**config.mk**
```make
export PLATFORM = sky130hd
export DESIGN_NAME = read_controller
export DESIGN_NICKNAME = d
export VERILOG_FILES = /design/src/rtl/read_controller.sv
export SDC_FILE = /design/constraint.sdc
export NUM_CORES = 1
export LEC_CHECK = 0
export ABC_AREA = 1
export CORE_ASPECT_RATIO = 0.9
export CORE_MARGIN = 4
export CORE_UTILIZATION = 30
export CTS_CLUSTER_SIZE = 25
export DETAILED_ROUTE_END_ITERATION = 7
export SETUP_SLACK_MARGIN = 0.15
export SYNTH_ARGS = -nofsm -noshare
export SYNTH_HDL_FRONTEND = slang
export SYNTH_SLANG_ARGS = --single-unit
```
**constraint.sdc**
```tcl
create_clock -name clkr -period 3 [get_ports clkr]
set_clock_uncertainty 0.05 [all_clocks]
set_input_delay 0.75 -clock clkr [delete_from_list [all_inputs] [get_ports clkr]]
set_output_delay 0.75 -clock clkr [all_outputs]
set_load 0.01 [all_outputs]
```
**src/rtl/read_controller.sv**
```systemverilog
// read_controller
// Read-side pointer/flag controller of the asynchronous FIFO. Runs entirely in
// the read clock domain: synchronizes the write pointer through two flops,
// owns the read pointer, drives the memory read port and produces the
// empty / almost-empty / level / underflow status.
//
// Ports
//   clkr        read clock (posedge)
//   resetr      synchronous active-high reset
//   read        read request from the consumer
//   wptr_in     write pointer from the write domain (unsynchronized)
//   rptr        registered read pointer to the write side (binary or Gray)
//   raddr       memory read address
//   rd_en       memory read strobe (read accepted this cycle)
//   rvalid      memory data valid, one cycle after rd_en
//   emptyflag   FIFO empty as seen from the read domain
//   aemptyflag  level <= AEMPTY_TH
//   rlevel      synchronized fill level, 0..2^ADDR_W
//   underflow   sticky: a read was attempted while empty
module read_controller #(
  parameter int ADDR_W    = 5,
  parameter int PTR_W     = ADDR_W + 1,
  parameter int AEMPTY_TH = 4,
  parameter int GRAY_XING = 0
) (
  input  logic              clkr,
  input  logic              resetr,
  input  logic              read,
  input  logic [PTR_W-1:0]  wptr_in,
  output logic [PTR_W-1:0]  rptr,
  output logic [ADDR_W-1:0] raddr,
  output logic              rd_en,
  output logic              rvalid,
  output logic              emptyflag,
  output logic              aemptyflag,
  output logic [PTR_W-1:0]  rlevel,
  output logic              underflow
);

  localparam logic [PTR_W-1:0] AEMPTY_LVL = PTR_W'(AEMPTY_TH);

  function automatic logic [PTR_W-1:0] bin2gray(input logic [PTR_W-1:0] b);
    return b ^ (b >> 1);
  endfunction

  function automatic logic [PTR_W-1:0] gray2bin(input logic [PTR_W-1:0] g);
    logic [PTR_W-1:0] b;
    b[PTR_W-1] = g[PTR_W-1];
    for (int i = PTR_W - 2; i >= 0; i--) begin
      b[i] = b[i+1] ^ g[i];
    end
    return b;
  endfunction

  logic [PTR_W-1:0] wptr_s1_q, wptr_s2_q;
  logic [PTR_W-1:0] rptr_bin_q, rptr_bin_d;
  logic [PTR_W-1:0] rptr_q, rptr_d;
  logic [PTR_W-1:0] level_q, level_d;
  logic             empty_q, empty_d;
  logic             aempty_q, aempty_d;
  logic             rvalid_q;
  logic             underflow_q;
  logic             racc;
  logic [PTR_W-1:0] wptr_sb;

  always_comb begin
    racc       = read & ~empty_q;
    rptr_bin_d = rptr_bin_q + PTR_W'(racc);
    wptr_sb    = (GRAY_XING != 0) ? gray2bin(wptr_s2_q) : wptr_s2_q;
    // Flags are computed from the post-read pointer so an accepted read is
    // reflected on the same edge; the level wraps modulo 2^PTR_W.
    level_d    = wptr_sb - rptr_bin_d;
    empty_d    = (rptr_bin_d == wptr_sb);
    aempty_d   = (level_d <= AEMPTY_LVL);
    rptr_d     = (GRAY_XING != 0) ? bin2gray(rptr_bin_d) : rptr_bin_d;
  end

  always_ff @(posedge clkr) begin
    if (resetr) begin
      wptr_s1_q   <= '0;
      wptr_s2_q   <= '0;
      rptr_bin_q  <= '0;
      rptr_q      <= '0;
      level_q     <= '0;
      empty_q     <= 1'b1;
      aempty_q    <= 1'b1;
      rvalid_q    <= 1'b0;
      underflow_q <= 1'b0;
    end else begin
      // Plain two-flop synchronizer: nothing between the stages.
      wptr_s1_q   <= wptr_in;
      wptr_s2_q   <= wptr_s1_q;
      rptr_bin_q  <= rptr_bin_d;
      rptr_q      <= rptr_d;
      level_q     <= level_d;
      empty_q     <= empty_d;
      aempty_q    <= aempty_d;
      rvalid_q    <= racc;
      if (read && empty_q) begin
        underflow_q <= 1'b1;
      end
    end
  end

  assign rptr       = rptr_q;
  assign raddr      = rptr_bin_q[ADDR_W-1:0];
  assign rd_en      = racc;
  assign rvalid     = rvalid_q;
  assign emptyflag  = empty_q;
  assign aemptyflag = aempty_q;
  assign rlevel     = level_q;
  assign underflow  = underflow_q;

endmodule
```
==> results.yml, run 1 <==
status:
  status: "completed"
clock_tree:
  htree_levels: 1
  numCtsBuffers: 3
  cts.path.max_buffers: 2
  clock_sinks: 28
  clock_latency_ns: 0.27
  path_clk_slew_ns: 0.09
  hold_buffers: 0
  cts_tree: "done"
  cts_root_buffer: "clkbuf_8"
synth:
  syn_inst: 157
  synth_ff_type: "dfxtp_1"
  syn-num-nets: 172
  synth_area_mm2: 0.00123
  synth-xor-area-share_pct: 1.42
  synth_seq_cells: 28
  seq_area_frac_synth_pct: 45.5
  yosysWarnings: 0
  synthSimpleGateAreaFrac_pct: 28.2
  synth-compound-area-share_pct: 3.25
  synth_edf_count: 0
  synth-async-reset-ratio_pct: 0
  synth_top_family_by_area: "simple AND/OR/NAND/NOR gates"
  syn_avg_cell_area_um2: 7.85
  synthMuxAreaShare_pct: 0
  synthDistinctLibCells: 19
  synthAdderAreaFrac_pct: 6.70
finish:
  finalInstanceArea_mm2: 0.00171
  num-fill-cells: 383
  antennaDiodeCount: 0
  multi_input_area_um2: 537
  drive_above_1_share_pct: 17.7
  area.growth.synth_to_final_pct: 39.1
  nNetsFinal: 208
  regArea_um2: 561
sta:
  rsz0062_at_grt: "no"
  max_freq_mhz: 421
  maxSlewHeadroom_pct: 69.7
  hold_violations: 0
  period_share_pct: 79.2
  final.hold.worst_slack_ns: 0.358
  min_period_ns: 2.38
  worst-slew-pin-transition_ns: 0.453
  finalMaxSlewViolations: 0
  setup_viol: 0
  fin_setup_tns_ns: 0
setup_path:
  reg2regPathDepth: 15
  r2r_end: "aemptyflag$_SDFF_PP1_"
  crit_buf_inv: 3
  cpMaxStageDelayCell: "ha_1"
  slowest_delay_ns: 0.36
  cp.arrival_ns: 2.51
  rr_startpoint: "emptyflag$_SDFF_PP1_"
  crit_required_ns: 3.13
  critPathTopFamily: "adder cells"
  start_kind: "input port"
  ff2ff_setup_slack_ns: 0.86
  path_class: "input port to register"
  cp_max_fo: 4
  crit_path_end_kind: "register"
  cp_common_cell: "nand2_1"
  crit_chain: "dlymetal6s2s_1 -> inv_2 -> nor2_4 -> ha_4 -> ha_4 -> xnor2_2 -> ha_1 -> nand2_1 -> inv_1 -> nand2_1 -> nand3_2 -> nand3_2 -> nand2_2 -> nand3_1 -> nand2_1 -> nor2_2 -> nor2_2"
floorplan:
  rows: 21
  start_util_pct: 32.1
  io_pins: 31
  die_w_um: 75.6
  design.core.area_mm2: 0.00384
  die_h_um: 68.8
  dieArea_mm2: 0.00520
power:
  p_sw_mw: 0.205
  leakage_nw: 0.798
  power_per_cell_area_mw_per_mm2: 481
  seq_power_share_pct: 50.2
  intPower_mw: 0.620
  power_frac_clock_pct: 27.5
  netSwitchingFraction_pct: 24.9
  combPwrFrac_pct: 22.4
  total_power_mw: 0.825
  irDropWorstVdd_mv: 0.338
placed_design:
  gp_congestion: 0.774
  dp.final_hpwl_mm: 1.84
  dpl-instance-area_mm2: 0.00160
  port_buffers: 30
min_path:
  whs_path_depth: 2
  hold_path_end: "wptr_s2_q[2]$_SDFF_PP0_"
  min-delay-start: "wptr_s1_q[2]$_SDFF_PP0_"
  hold_path_class: "register to register"
global_route:
  grt_start_max_net_pins: 16
  grtUsageTotal_pct: 10.1
  grt_pass1_vias: 915
  overflow: 0
  grt_pass1_wl_mm: 3.94
  antenna_found_initial: 0
routing:
  drt_pre_antenna_iters: 4
  num_vias: 1014
  ant_nets: 0
  finalWirelength_mm: 2.34
  viasPerCell: 4.26
  wire_per_inst_um: 9.84
  drtIter0Drc: 50
  drcViolationCount: 0
flow_run:
  maxCapViolCount: 0
[flip-flops by register name (all words and copies together) (netlist names)]
name and cells:
rlevel 6, rptr 6, wptr_s1_q 6, wptr_s2_q 6, aemptyflag 1, emptyflag 1
rvalid 1, underflow 1
[synth_stat cells (all sizes together), types with 2 or more instances]
| cell | n | area share, % |
|---|---|---|
| nand3 | 16 | 9.1 |
| nand4 | 3 | 1.5 |
| o21ai | 2 | 0.81 |
| dfxtp | 28 | 45 |
| inv | 36 | 11 |
| a21oi | 6 | 2.4 |
| buf | 5 | 3.0 |
| clkbuf | 3 | 0.91 |
| xnor2 | 2 | 1.4 |
| nor2 | 24 | 8.3 |
| nand2 | 25 | 8.8 |
| ha | 5 | 5.1 |
[power groups by stage]
stage / Clock, mW / Sequential [mW] / Combinational (mW)
floorplan: 0 / 0.430 / 0.0816
global placement: 0 / 0.420 / 0.179
detailed placement: 0 / 0.420 / 0.180
CTS: 0.237 / 0.412 / 0.180
global route: 0.252 / 0.417 / 0.206
finish: 0.227 / 0.414 / 0.184
[area by class of cell]
cell class / instances / area share [%]
Sequential cell: 28 / 32.7
Inverter: 36 / 7.88
Timing Repair Buffer: 39 / 21.5
Multi-Input combinational cell: 85 / 31.3
Clock buffer: 4 / 3.21
Tap cell: 46 / 3.36
[cell usage in the layout, fill, tap and decap left out]
cell	netlist	routed
nand2_2	6	6
a21oi_1	6	5
clkbuf_8	0	4
nor2_4	1	2
xnor2_1	2	1
nand2_1	19	19
nand3_2	4	5
dfxtp_1	28	28
inv_2	0	1
ha_4	0	2
nor2_2	2	2
buf_4	5	9
nand3_4	1	1
nand4_1	3	3
clkdlybuf4s50_1	0	28
ha_1	5	3
inv_1	36	35
dlygate4sd2_1	0	1
a21oi_2	0	1
xnor2_2	0	1
o21ai_0	2	2
nor2_1	21	20
dlymetal6s2s_1	0	1
nor3_1	1	1
fa_1	1	1
nand3_1	11	10
[tightest hold or removal path, stage by stage, from the launching register on]
cell and delay (ns):
dfxtp_1 0.30, inv_1 0.04, nor2_1 0.03
[timing repair]
action                     4_1_cts  5_1_grt
setup endpoints to repair        1        4
setup buffers                    0        1
hold endpoints to repair         0        0
pin swaps                        0        5
gates resized for setup          1       11
[routing by layer]
layer	track usage [%]	routed length, µm	vias to the layer above	share of wire [%]
li1	-	-	537	-
met1	12.6	1090	449	46
met2	16.1	1060	24	45
met3	3.33	165	4	7.0
met4	3.71	26	0	1.1
met5	0	0	-	0
[worst max-delay path by stage]
stage	start	end	slack [ns]	cells past startpoint
floorplan	read	aemptyflag$_SDFF_PP1_	0.36	16
detailed placement	read	aemptyflag$_SDFF_PP1_	-0.11	17
CTS	read	aemptyflag$_SDFF_PP1_	0.16	17
finish	read	aemptyflag$_SDFF_PP1_	0.62	17
global placement	read	aemptyflag$_SDFF_PP1_	-0.04	17
global route	read	aemptyflag$_SDFF_PP1_	0.45	15
[through the flow]
| step | setup WS, ns | utilization, % | cells |
|---|---|---|---|
| 2_1_floorplan | 0.361 | - | 157 |
| 6_report | 0.623 | 44.7 | 238 |
| 3_5_place_dp | -0.113 | 41.7 | 233 |
| 4_1_cts | 0.159 | 43.2 | 237 |
| 3_3_place_gp | -0.0386 | 41.7 | 233 |
| 5_1_grt | 0.449 | 44.7 | 238 |
[cells by family after synthesis]
kind of cell,count (synthesis)
compound gates,8
xor+xnor,2
fa+ha+maj,6
buf+inv,44
flops,28
simple gates,69
Power figures use the tool's default switching activity.
==> run 2, diff against run 1 <==
==> constraint.sdc (replaced) <==
create_clock -name clkr -period 2 [get_ports clkr]
set_clock_uncertainty 0.05 [all_clocks]
set_input_delay 0.5 -clock clkr [delete_from_list [all_inputs] [get_ports clkr]]
set_output_delay 0.5 -clock clkr [all_outputs]
set_load 0.01 [all_outputs]
==> run 2 against run 1 <==
  * Critical path depth unchanged
  * Wire length increased by 18%
  * Non-clock buffer count increased by 16
  * Largest cell class is now multi-input combinational cells
  * Critical endpoint unchanged
==> results.yml, run 2 (synthesis gave the netlist of run 1 again) <==
status:
  status: "completed"
global_route:
  antenna_found_initial: 0
  grt_pass1_vias: 1078
  grtUsageTotal_pct: 11.2
  overflow: 0
  grt_pass1_wl_mm: 4.49
  grt_start_max_net_pins: 16
clock_tree:
  clock_latency_ns: 0.27
  hold_buffers: 0
  path_clk_slew_ns: 0.09
  htree_levels: 1
  cts.path.max_buffers: 2
  numCtsBuffers: 3
  cts_tree: "done"
  cts_root_buffer: "clkbuf_8"
  clock_sinks: 28
floorplan:
  design.core.area_mm2: 0.00384
  rows: 21
  die_h_um: 68.8
  start_util_pct: 32.1
  dieArea_mm2: 0.00520
  die_w_um: 75.6
  io_pins: 31
routing:
  drtIter0Drc: 45
  finalWirelength_mm: 2.77
  drt_pre_antenna_iters: 4
  ant_nets: 0
  num_vias: 1107
  viasPerCell: 4.36
  wire_per_inst_um: 10.9
  drcViolationCount: 0
power:
  intPower_mw: 0.984
  leakage_nw: 0.950
  combPwrFrac_pct: 27.8
  power_per_cell_area_mw_per_mm2: 666
  total_power_mw: 1.33
  p_sw_mw: 0.344
  seq_power_share_pct: 46.4
  netSwitchingFraction_pct: 25.9
  irDropWorstVdd_mv: 0.539
  power_frac_clock_pct: 25.8
sta:
  min_period_ns: 1.97
  final.hold.worst_slack_ns: 0.353
  maxSlewHeadroom_pct: 76.5
  max_freq_mhz: 506
  finalMaxSlewViolations: 0
  period_share_pct: 98.7
  rsz0062_at_grt: "yes"
  hold_violations: 0
  setup_viol: 0
  worst-slew-pin-transition_ns: 0.351
min_path:
  hold_path_class: "register to register"
  whs_path_depth: 2
  hold_path_end: "wptr_s2_q[2]$_SDFF_PP0_"
  min-delay-start: "wptr_s1_q[2]$_SDFF_PP0_"
finish:
  final_cell_mix: "31 x inv_1, 23 x clkdlybuf4s50_1, 23 x buf_4"
  regArea_um2: 573
  final_common_cell: "inv_1"
  num-fill-cells: 372
  drive_above_1_share_pct: 37.0
  area.growth.synth_to_final_pct: 61.8
  nNetsFinal: 224
  utilization_pct: 52.0
  antennaDiodeCount: 0
  multi_input_area_um2: 657
setup_path:
  crit_required_ns: 2.13
  path_class: "input port to register"
  start_kind: "input port"
  crit_chain: "buf_8 -> inv_12 -> nor2_4 -> ha_4 -> ha_4 -> xnor2_4 -> ha_4 -> nand2_2 -> inv_2 -> nand2_2 -> nand3_2 -> nand3_2 -> nand2_2 -> nand3_2 -> nand2_2 -> nor2_4 -> nor2_2"
  r2r_end: "aemptyflag$_SDFF_PP1_"
  cp.arrival_ns: 2.10
  cpMaxStageDelayCell: "ha_4"
  ff2ff_setup_slack_ns: 0.04
  startpoint: "read"
  cp_common_cell: "nand2_2"
  reg2regPathDepth: 15
  cp_max_fo: 4
  slowest_delay_ns: 0.25
  rr_startpoint: "emptyflag$_SDFF_PP1_"
  crit_path_end_kind: "register"
placed_design:
  dp.final_hpwl_mm: 2.12
  port_buffers: 30
  gp_congestion: 0.853
flow_run:
  maxCapViolCount: 0
## run 2: changes by cell type in the layout (fill, tap and decap cells not counted), sizes merged
cell / delta
dlygate4sd2: +2
buf: +17
dlymetal6s2s: +2
clkdlybuf4s50: -5
## run 2: power by group through the flow
stage / combinational, mW / clock, mW / sequential (mW)
floorplan: 0.134 / 0 / 0.647
global placement: 0.311 / 0 / 0.630
detailed placement: 0.314 / 0 / 0.631
CTS: 0.347 / 0.356 / 0.618
global route: 0.406 / 0.378 / 0.621
finish: 0.370 / 0.342 / 0.616
## run 2: what timing repair did
item,CTS,global route
setup buffers,2,3
pin swaps,10,18
setup endpoints to repair,19,11
resized for setup,30,21
## run 2: through the flow
stage | instance area [µm²] | setup TNS [ns] | std cells | setup slack [ns]
5_1_grt | 1990 | -0.0524 | 254 | -0.0524
3_3_place_gp | 1760 | -5.96 | 245 | -0.845
2_1_floorplan | 1300 | -0.263 | 157 | -0.147
4_1_cts | 1910 | 0 | 251 | 0.0389
3_5_place_dp | 1760 | -6.41 | 245 | -0.872
6_report | 1990 | 0 | 254 | 0.0255
## run 2: worst max path at each step
stage,end,slack [ns]
final,aemptyflag$_SDFF_PP1_,0.03
after global routing,aemptyflag$_SDFF_PP1_,-0.05
after CTS,aemptyflag$_SDFF_PP1_,0.04
after detailed placement,aemptyflag$_SDFF_PP1_,-0.87
after global placement,aemptyflag$_SDFF_PP1_,-0.85
after floorplan,aemptyflag$_SDFF_PP1_,-0.15
## run 2: area by class of cell
class	instances	share of cell area, %
Sequential cell	28	28.7
Tap cell	46	2.89
Multi-Input combinational cell	85	32.9
Timing Repair Buffer	55	25.3
Clock buffer	4	2.76
Inverter	36	7.40
## run 2: layer usage
metal  track usage, %  vias to the layer above  share of wire [%]
li1                 -                      567                  -
met1             13.0                      507                 41
met2             19.7                       29                 51
met3             4.06                        4                7.1
met4             2.40                        0                1.0
met5                0                        -                  0
## run 2: worst max-delay path, delay by kind of cell
family,cells,cell delay (ns)
simple gates,10,0.65
xor+xnor,1,0.18
fa+ha+maj,3,0.58
buf+inv,3,0.18
